==> src/rtl/layer_seq_pkg.sv <==
// layer_seq_pkg: shared state encoding and parameter helpers for layer_seq.
package layer_seq_pkg;

    typedef enum logic [1:0] {
        IDLE = 2'd0,
        MAC  = 2'd1,
        PROJ = 2'd2,
        DONE = 2'd3
    } state_t;

    // Accumulator width: full product plus growth for N products and the bias.
    function automatic int unsigned acc_width(input int unsigned width, input int unsigned n);
        return 2 * width + $clog2(n + 1);
    endfunction

    // Width of an index counter over 'count' items, at least one bit.
    function automatic int unsigned idx_width(input int unsigned count);
        return (count > 1) ? $clog2(count) : 1;
    endfunction

    // MSB position of chunk 'idx' in a flat vector of 'count' chunks,
    // chunk 0 being the most significant.
    function automatic int unsigned slice_msb(input int unsigned idx,
                                              input int unsigned count,
                                              input int unsigned width);
        return (count - idx) * width - 1;
    endfunction

endpackage

==> src/rtl/layer_seq_sat_project.sv <==
// sat_project: signed saturation from IW to OW bits, optional ReLU.
// Optional feature macro: SEQ_RELU_EN (clamp negative results to zero).
module sat_project #(
    parameter int IW = 34,
    parameter int OW = 16
) (
    input  logic signed [IW-1:0] i_val,
    output logic signed [OW-1:0] o_val
);

    localparam logic signed [IW-1:0] MAXV = {{(IW-OW+1){1'b0}}, {(OW-1){1'b1}}};
    localparam logic signed [IW-1:0] MINV = {{(IW-OW+1){1'b1}}, {(OW-1){1'b0}}};

    logic signed [OW-1:0] w_sat;

    // Clamp to the representable OW-bit signed range.
    always_comb begin
        if (i_val > MAXV) begin
            w_sat = MAXV[OW-1:0];
        end else if (i_val < MINV) begin
            w_sat = MINV[OW-1:0];
        end else begin
            w_sat = i_val[OW-1:0];
        end
    end

`ifdef SEQ_RELU_EN
    // ReLU applied after saturation.
    always_comb o_val = w_sat[OW-1] ? '0 : w_sat;
`else
    // Saturated value passed through unchanged.
    always_comb o_val = w_sat;
`endif

endmodule

==> src/rtl/layer_seq.sv <==
// layer_seq: time-multiplexed fully connected layer, one MAC per cycle.
// Optional feature macro: SEQ_RELU_EN (ReLU after saturation, same latency).
module layer_seq
    import layer_seq_pkg::*;
#(
    parameter int WIDTH = 16,
    parameter int N     = 4,
    parameter int M     = 4,
    parameter logic [WIDTH*N*M-1:0] WEIGHTS_FLAT = '0,
    parameter logic [WIDTH*M-1:0]   BIASES_FLAT  = '0
) (
    input  logic                    clk,
    input  logic                    rst,
    input  logic                    in_valid,
    output logic                    in_ready,
    input  logic signed [WIDTH-1:0] in [N-1:0],
    output logic                    out_valid,
    input  logic                    out_ready,
    output logic signed [WIDTH-1:0] out [M-1:0],
    output logic                    busy
);

    localparam int ACCW = acc_width(WIDTH, N);
    localparam int JW   = idx_width(N);
    localparam int KW   = idx_width(M);

    localparam logic [JW-1:0] J_LAST = JW'(N - 1);
    localparam logic [JW-1:0] J_ONE  = JW'(1);
    localparam logic [KW-1:0] K_LAST = KW'(M - 1);
    localparam logic [KW-1:0] K_ONE  = KW'(1);

    state_t r_state;
    state_t w_state_next;

    logic signed [WIDTH-1:0]   r_in_lat [N-1:0];
    logic signed [WIDTH-1:0]   r_out    [M-1:0];
    logic        [JW-1:0]      r_j;
    logic        [KW-1:0]      r_k;
    logic signed [ACCW-1:0]    r_acc;

    logic signed [WIDTH-1:0]   w_weight [M-1:0][N-1:0];
    logic signed [WIDTH-1:0]   w_bias   [M-1:0];
    logic signed [2*WIDTH-1:0] w_prod;
    logic signed [WIDTH-1:0]   w_sat;
    logic signed [WIDTH-1:0]   w_bias_next;
    logic        [KW-1:0]      w_k_inc;
    logic                      w_j_last;
    logic                      w_k_last;

    for (genvar gk = 0; gk < M; gk++) begin : g_neuron
        assign w_bias[gk] = BIASES_FLAT[slice_msb(gk, M, WIDTH) -: WIDTH];
        for (genvar gj = 0; gj < N; gj++) begin : g_input
            assign w_weight[gk][gj] = WEIGHTS_FLAT[slice_msb(gk*N + gj, M*N, WIDTH) -: WIDTH];
        end
    end

    assign w_j_last = (r_j == J_LAST);
    assign w_k_last = (r_k == K_LAST);
    assign w_k_inc  = r_k + K_ONE;

    // Single signed multiplier and the bias to preload for the next neuron.
    always_comb begin
        w_prod      = (2*WIDTH)'(r_in_lat[r_j]) * (2*WIDTH)'(w_weight[r_k][r_j]);
        w_bias_next = w_k_last ? '0 : w_bias[w_k_inc];
    end

    sat_project #(
        .IW (ACCW),
        .OW (WIDTH)
    ) u_sat (
        .i_val (r_acc),
        .o_val (w_sat)
    );

    // State register.
    always_ff @(posedge clk) begin
        if (rst) begin
            r_state <= IDLE;
        end else begin
            r_state <= w_state_next;
        end
    end

    // Next-state decode and handshake/status outputs from the state register.
    always_comb begin
        w_state_next = r_state;
        in_ready     = 1'b0;
        out_valid    = 1'b0;
        busy         = 1'b1;
        case (r_state)
            IDLE: begin
                in_ready = 1'b1;
                busy     = 1'b0;
                if (in_valid) begin
                    w_state_next = MAC;
                end
            end
            MAC: begin
                if (w_j_last) begin
                    w_state_next = PROJ;
                end
            end
            PROJ: begin
                w_state_next = w_k_last ? DONE : MAC;
            end
            DONE: begin
                out_valid = 1'b1;
                if (out_ready) begin
                    w_state_next = IDLE;
                end
            end
            default: begin
                w_state_next = IDLE;
            end
        endcase
    end

    // Datapath: input latch, accumulator, indices and output registers.
    always_ff @(posedge clk) begin
        if (rst) begin
            r_acc <= '0;
            r_j   <= '0;
            r_k   <= '0;
            for (int unsigned i = 0; i < M; i++) begin
                r_out[i] <= '0;
            end
            for (int unsigned i = 0; i < N; i++) begin
                r_in_lat[i] <= '0;
            end
        end else begin
            case (r_state)
                IDLE: begin
                    if (in_valid) begin
                        for (int unsigned i = 0; i < N; i++) begin
                            r_in_lat[i] <= in[i];
                        end
                        r_j   <= '0;
                        r_k   <= '0;
                        r_acc <= ACCW'(w_bias[0]);
                    end
                end
                MAC: begin
                    r_acc <= r_acc + ACCW'(w_prod);
                    if (!w_j_last) begin
                        r_j <= r_j + J_ONE;
                    end
                end
                PROJ: begin
                    r_out[r_k] <= w_sat;
                    r_acc      <= ACCW'(w_bias_next);
                    r_j        <= '0;
                    if (!w_k_last) begin
                        r_k <= w_k_inc;
                    end
                end
                default: begin
                end
            endcase
        end
    end

    // Output vector straight from the output registers.
    always_comb out = r_out;

endmodule

==> config.mk <==
export PLATFORM = sky130hd
export DESIGN_NAME = layer_seq
export DESIGN_NICKNAME = d
export VERILOG_FILES = /design/src/rtl/layer_seq_pkg.sv /design/src/rtl/layer_seq_sat_project.sv /design/src/rtl/layer_seq.sv
export SDC_FILE = /design/constraint.sdc
export NUM_CORES = 1
export LEC_CHECK = 0
export CORE_AREA = 2 2 52 78
export CTS_CLUSTER_SIZE = 14
export DETAILED_ROUTE_END_ITERATION = 10
export DIE_AREA = 0 0 54 80
export PLACE_DENSITY = 0.84
export SLEW_MARGIN = 10
export SYNTH_ARGS = -nofsm -noshare
export SYNTH_HDL_FRONTEND = slang
export SYNTH_SLANG_ARGS = --single-unit
==> constraint.sdc <==
create_clock -name clk -period 2 [get_ports clk]
set_clock_uncertainty 0.05 [all_clocks]
set_input_delay 0.5 -clock clk [delete_from_list [all_inputs] [get_ports clk]]
set_output_delay 0.5 -clock clk [all_outputs]
set_load 0.01 [all_outputs]
# --- Yosys cells after proc, flatten, opt, wreduce, memory -nomap -nowiden ---
# Memory sizes are Yosys's and may differ from the RTL's. A register that Yosys moved wholly into a read port is not among the register bits.
# Cells that the tools add are included.
word_totals:
  reg_bits: 105
  ram_bits: 64
  output_inout_bits: 67
  wordCells: 80
  memories: 1
op_classes:
  addsub: 3
  mul: 1
  order_cmp: 6
  n_eq_ne: 10
  n_mux: 39
  n_bitwise: 4
  reduce_logical: 8
mem_list:
  columns: ["name", "words", "width", "rd", "rd_ports_with_merged_regs", "wr", "line", "rtl"]
  rows:
  - ["r_in_lat", 4, 16, 1, 1, 4, "layer_seq.sv:35", "logic signed [WIDTH-1:0] r_in_lat [N-1:0];"]
ops:
  columns: ["op", "count"]
  rows:
  - ["2-to-1 mux 16 bit", 10]
  - ["binary-select mux 64 bit (select 2 bit)", 1]
  - ["one-hot mux 35 bit (3 select lines)", 1]
  - ["binary-select mux 16 bit (select 2 bit)", 2]
  - ["bitwise mux 64 bit", 1]
  - ["2-to-1 mux 64 bit", 1]
  - ["adder 35 x 32 -> 35 bit", 1]
  - ["greater-than comparator 35 x 16 -> 1 bit, second input constant", 1]
  - ["< comparator 35 x 16 -> 1 bit, second input constant", 1]
  - ["2-to-1 mux 35 bit", 1]
  - ["demux 16 bit (select 2 bit)", 1]
  - ["multiplier 16 x 16 -> 32 bit", 1]
  - ["2-to-1 mux 2 bit", 9]
  - ["inequality test 2 bit, second input constant", 5]
  - ["< comparator 2 x 3 -> 1 bit, second input constant", 3]
  - ["2-to-1 mux 1 bit", 9]
  - ["AND reduction 3 bit", 3]
  - ["equality test 2 bit, second input constant", 4]
  - ["one-hot mux 2 bit (4 select lines)", 1]
  - ["one-hot mux 2 bit (3 select lines)", 1]
  - ["adder 2 x 1 -> 2 bit, second input constant", 2]
  - ["bitwise OR 1 bit", 4]
  - ["one-hot mux 2 bit (2 select lines)", 1]
  - ["nonzero test 3 bit", 1]
  - ["6 further kinds", 6]

# --- Longest topological paths before layout ---
depth:
  word_depth: 7
  depth_mapped: 4

# --- By module ---
# From an unflattened synthesis, not the netlist that was laid out.
unflattened:
  cells_unflattened: 364
  area_unflattened_um2: 3105.5
modules_own_cells:
  columns: ["mod", "instances", "cells_per_inst", "area_per_inst_um2", "seq_area_each_um2"]
  rows:
  - ["layer_seq", 1, 332, 2867.8, 1401.3]
  - ["sat_project", 1, 32, 237.7, 0.0]

# --- Worst setup path after synthesis ---
# OpenSTA, ideal clock, no wires.
synth_timing:
  path_kind: "register to output"
  from: "register r_state[1]"
  to: "output busy"
  arrival_time_ns: 0.811
  t_required_ns: 1.450
  path_slack_ns: 0.639
  path_stages_with_launch: 4
  path_buffers: 1
  path_cell_list: "dfxtp_1 > buf_2 > nor2_1 > inv_1"
synth_via:
  elab_chain_cells: 2
synth_rtl:
  columns: ["element", "line", "rtl"]
  rows:
  - ["from (decl)", "layer_seq.sv:32", "state_t r_state;"]
  - ["from (signal assigned)", "layer_seq.sv:80", "r_state <= w_state_next;"]
  - ["logical NOT 2 bit", "layer_seq.sv:90", "case (r_state)"]
  - ["2-to-1 mux 1 bit", "layer_seq.sv:90", null]
  - ["to (decl)", "layer_seq.sv:20", "output logic busy"]
# No other way between the ends.

# --- Worst setup path in the final report ---
layout_timing:
  from: "register r_state[1]"
  to: "output in_ready"
layout_via:
  elab_chain_cells: 2
layout_rtl:
  columns: ["element", "line", "rtl"]
  rows:
  - ["logical NOT 2 bit", "layer_seq.sv:90", null]
  - ["2-to-1 mux 1 bit", "layer_seq.sv:90", null]
  - ["to (decl)", "layer_seq.sv:15", "output logic in_ready,"]
# No other way between the ends.

==> results.md <==
- The total negative slack is 0 ns.
- The power dissipated by switching net loads is 139 µW.
- The initial core utilization is 23.0%.
- The total overflow reported by the global router is 0.
- The total of buffers placed on input and output ports is 6.
- The most common cell after layout, fill and taps aside is conb_1.
- The cell area power density is 558 mW/mm².
- Max-cap violations in this run came to 0.
- For this run, design rule violations remaining after detail routing come to 0.
- The detailed router finished its first iteration with 3 violations.
- The mean number of vias per cell is 3.37.
- The first-pass GRT wire length is 1260 µm.
- The fraction of met1 tracks used by global routing is 3.62%.
- The top achievable clock speed is 539 MHz.
- The post-cts resize count is 0.
- Relative to the synthesized area, the layout overhead comes to -9.99%.
- The worst hold-check slack is 0.465 ns.
- The final number of max-transition violations is 0.
- The count of synthesis-stage warnings from yosys is 0.
- The remaining number of nets flagged by the antenna check after routing is 0.
- The count of vias placed by the detailed router is 532.
- The routed wire length is 1020 µm.
- The flip-flop and latch area is 120 µm².
- Clock-pin slew was measured on the worst setup and hold paths at 0.04 ns.
- In the final routed layout, each cell accounts on average for 6.44 µm.
- TritonCTS built the clock tree.
- In this run switching power makes up 32.9% of total power.
- Walking the worst path, the cells encountered are nor2_1 -> clkdlybuf4s50_1.
- In this run, synthesis produced a sequential element count of 6.
- The global-route usage over all layers is 4.14%.
- In this design, the stage delay of the slowest critical-path cell is 0.57 ns.
- The async set-or-reset flop fraction in the synthesized netlist is 0%.
- The number of setup buffers added after CTS is 0.
- Leaving out fill and tap cells, the most frequent cells in the layout are conb_1, a21oi_1, clkdlybuf4s50_1, dfxtp_1, a31oi_1.
- The worst hold path belongs to the class reg2reg.
- Pin placement for this block handled 135 I/O pins.
- Among all stages on the critical path, the largest delay is contributed by clkdlybuf4s50_1.
- Internal power comes to 283 µW.
- The number of global-route vias before repair came to 330.
- The number of different library cells in the post-synthesis netlist is 22.
- The synthesized netlist occupies a cell area of 840 µm².
- The net count of the finished layout is 188.
- In this run the worst path has a maximum fanout of 3.
- The die covers 0.00432 mm².
- The combinational fraction of design power is 25.4%.
- The run finished with clean final reports.
- The most used routing layer in global routing is met2.
- The final-report hold violation count was 0.
- The number of diodes is 0.
- Buffers inserted during clock tree synthesis total 3.
- The floorplan step set the die height to 80 µm.
- The pin count of the biggest net entering global routing is 13.
- In the final layout, the multi-input gates occupy 454 µm².
- The peak supply drop is 381 µV.
- The met3 global-route usage is 0.562%.
- The total number of H-tree levels is 1.
- The number of clock sinks is 6.
- The buffer levels on the longest clock path is 2.
- The first-pass iteration count of the detailed router is 4.
- At the later pin of the worst-skew pair, clock insertion delay measures 0.22 ns.
- The standard cell core area is 0.00365 mm².
- The final setup violation count is 0.
- The die extent in x is 54 µm.
- The number of rows in the core area is 27.
- After filler insertion, the fill cell instance count of the layout stands at 406.
- The clock tree root driver cell is clkbuf_8.
- The data required time at the worst endpoint is 1.45 ns.
- The critical path in this run is classified as reg2out.
- The worst path in the final design needs a cycle of 1.86 ns, including I/O delays and setup.
- The arrival time of data at the critical path endpoint is 1.31 ns.
- The share of total power in the clock network is 43.7%.
- The share of total power dissipated in sequential elements is 30.9%.
- The worst path uses 92.8% of the clock period.
- The most used flip-flop cell after synthesis is dfxtp_1.
- Global routing used 7.20% of the available met2 tracks.
- The number of antenna violations at the first check in global routing is 0.
- The proportion of synthesized chip area in sequential cells is 14.3%.
- The endpoint class of the critical path is an output port.
- The count of hold-fix buffers inserted at cts is 0.
- The congestion estimate from routability-driven global placement came to 0.688.
- Setup repair after global routing left no endpoint under its margin.
- The average instance in the mapped netlist occupies 7.85 µm².
- Detailed placement finished with a half-perimeter wire length of 837 µm.
- Synthesis produced a netlist whose cell count is 107.
- The type of origin of the critical path is a register.
- Yosys mapped a number of flops with a built-in enable equal to 0.
- For this design the static power due to leakage is 0.000392 µW.
- The fraction of final layout cells with drive strength greater than 1 is 5.22%.
[metal layers]
metal  share of wire [%]  up-vias  wire, µm
met5                   0        -         0
met2                  43       67       442
li1                    -      240         -
met1                  33      222       334
met4                 3.0        0        31
met3                  21        3       210
[cell usage after synthesis (all sizes together) (2+ instances only)]
cell / instances / area, µm²
inv: 3 / 11.3
buf: 66 / 490
o211ai: 2 / 15.0
nor2: 2 / 7.51
a21oi: 6 / 30.0
ha: 3 / 37.5
a31oi: 4 / 25.0
nand2: 3 / 11.3
nor4b: 2 / 17.5
dfxtp: 6 / 120
[per-stage QoR]
step / total power, µW / std cells / area, µm² / setup slack, ns / utilization [%]
floorplan: 305 / 170 / 1080 / 0.639 / -
global placement: 235 / 155 / 714 / 0.314 / 19.6
detailed placement: 237 / 155 / 714 / 0.313 / 19.6
CTS: 423 / 158 / 756 / 0.0726 / 20.7
global route: 446 / 158 / 756 / 0.0547 / 20.7
finish: 422 / 158 / 756 / 0.144 / 20.7
[area by class of cell]
class,count,area share (%)
Multi-Input combinational cell,95,60.1
Sequential cell,6,15.9
Timing Repair Buffer,8,9.93
Tap cell,43,7.12
Clock buffer,3,5.46
Inverter,3,1.49
[cells by family after synthesis]
family	after synthesis	share of synthesized area [%]
multiplexers	1	1.19
AO/OA/AOI/OAI	15	11.0
buffers and inverters	69	59.8
other	1	0.447
AND/OR/NAND/NOR	12	8.79
adder cells (fa/ha/maj)	3	4.47
flip-flops	6	14.3
[flip-flops by register name (all words and copies together), names as in the netlist]
register and count:
r_state 2, r_j 2, r_k 2
[power groups by stage]
stage	Clock (µW)	Combinational (µW)	Sequential, µW
6_report	184	107	130
5_1_grt	192	122	131
4_1_cts	187	105	130
3_5_place_dp	0	105	132
3_3_place_gp	0	103	132
2_1_floorplan	0	173	132
[final timing paths]
path	from	to	cells after the start	slack [ns]
max	r_state[1]	in_ready	2	0.14
min	r_k[0]	r_k[0]	2	0.46
max reg2reg	r_k[0]	r_k[1]	4	0.60
min reg2reg	r_k[0]	r_k[0]	2	0.46
[worst max-delay path: cells and delay by family (launching register included)]
kind,cells,cell delay [ns]
simple gates,1,0.20
flops,1,0.31
buf+inv,1,0.57
(Power assumes the default switching activity.)
==> RTL edit: new RTL, config.mk and constraints unchanged <==
The parameter `WIDTH` goes from 16 to 24.
--- a/src/rtl/layer_seq.sv
+++ b/src/rtl/layer_seq.sv
@@ -3,7 +3,7 @@
 module layer_seq
     import layer_seq_pkg::*;
 #(
-    parameter int WIDTH = 16,
+    parameter int WIDTH = 24,
     parameter int N     = 4,
     parameter int M     = 4,
     parameter logic [WIDTH*N*M-1:0] WEIGHTS_FLAT = '0,
Interface: changed (resized in and out); port bits go from 135 to 199. No check against the original RTL was run, so the function may have changed too.
==> RTL edit against the unedited design <==
  * Count of clock-buffer cells in the layout unchanged
  * Synthesized area increased by 29%
  * Maximum frequency decreased by 3.1%
  * Worst setup slack got worse by 59 ps
  * Wire length increased by 18%
  * Global-route usage increased by 0.74 points
  * Total power increased by 5.7%
  * Final area increased by 16%
  * Sequential cell count unchanged
  * Highest routed layer unchanged
==> RTL edit: results (changes against the unedited design) <==
Outcome
  • Status: finished, final reports clean

Timing
  • Final setup fails: 0 (unchanged)
  • Final min period: 1910 ps (+58.7 ps)

Place
  • Dpl ws: 311 ps (-2.11 ps)
  • Port bufs: 6 (unchanged)
  • Dpl hpwl: 1010 um (+20%)
  • Placer congestion estimate: 0.712 (+3.4%)

Finish
  • # nets final: 252 (+34%)
  • Clk tree area frac: 4.70% (-0.76 points)
  • Layout cell share with drive strength beyond 1: 4.76% (-0.46 points)
  • Filler cells: 391 (-3.7%)
  • Seq/total area: 13.7% (-2.2 points)
  • Multi-input gate area: 577 um2 (+27%)
  • Non-clk buf share: 8.55% (-1.4 points)
  • Count of multi-input gates: 127 (+34%)

Drt
  • Final wirelength: 1200 um (+18%)
  • Routed met3 length: 274 um (+30%)
  • DR vias/cell: 3.14 (-6.7%)
  • DR WL met2: 560 um (+27%)

Clock tree
  • CTS max path bufs: 2 (unchanged)

Setup path
  • Max FO, Critical Path: 7 (+4)
  • Worst reg-to-reg setup slack: 580 ps (-20 ps)
  • WP data arrival: 1360 ps (+50 ps)
  • Max stage delay on crit path: 540 ps (-30 ps)

Power and ir drop
  • LEAKAGE: 0.496 nW (+27%)
  • Switching pwr: 0.163 mW (+17%)
  • Maximum vdd drop: 342 uV (-10%)

Global routing
  • Vias in the first global route: 390 (+18%)
  • Met2 usage in global routing: 8.29% (+1.1 points)
  • First-pass GRT wire length: 1560 um (+24%)
  • Met1 Use GR: 4.86% (+1.2 points)
  • M3 GR Usage: 2.25% (+1.7 points)

Logic synthesis
  • Synth top cells by count: buf_4 (96), a21oi_1 (6), dfxtp_1 (6)
  • Post-synthesis sequential area ratio: 11.1% (-3.2 points)
  • Primary FF master, synth: dfxtp_1
  • Ranking of synthesized cells by area: buf_4 (67%), dfxtp_1 (11%), ha_1 (3.5%)
  • Compound-gate portion of the synthesized area: 8.57% (-2.5 points)
  • Adder-Cell Fraction of Synth Area: 3.48% (-0.99 points)
  • Multiplexer area fraction after synthesis: 0.927% (-0.27 points)
## RTL edit: power groups by stage
stage          logic (mW)  clock network [mW]  registers (mW)
2_1_floorplan       0.246                   0           0.132
5_1_grt             0.151               0.198           0.133
6_report            0.133               0.180           0.132
3_5_place_dp        0.129                   0           0.134
4_1_cts             0.129               0.188           0.132
3_3_place_gp        0.127                   0           0.133
## RTL edit: final timing paths
check,start,depth (start not counted),endpoint
worst max-delay path,r_state[0],2,out_valid
worst min register to register,r_k[1],2,r_k[1]
worst min-delay path,r_k[1],2,r_k[1]
worst max register to register,r_k[0],4,r_k[1]
## RTL edit: stage by stage
stage | cells | hold slack (ps) | area [um2]
2_1_floorplan | 234 | 419 | 1440
6_report | 190 | 462 | 878
5_1_grt | 190 | 510 | 878
3_3_place_gp | 187 | 448 | 835
4_1_cts | 190 | 463 | 876
3_5_place_dp | 187 | 457 | 835
## RTL edit: tightest hold or removal path: stages (launching register included)
cell and delay (ps):
dfxtp_1 330, nand2_1 60, a31oi_1 60
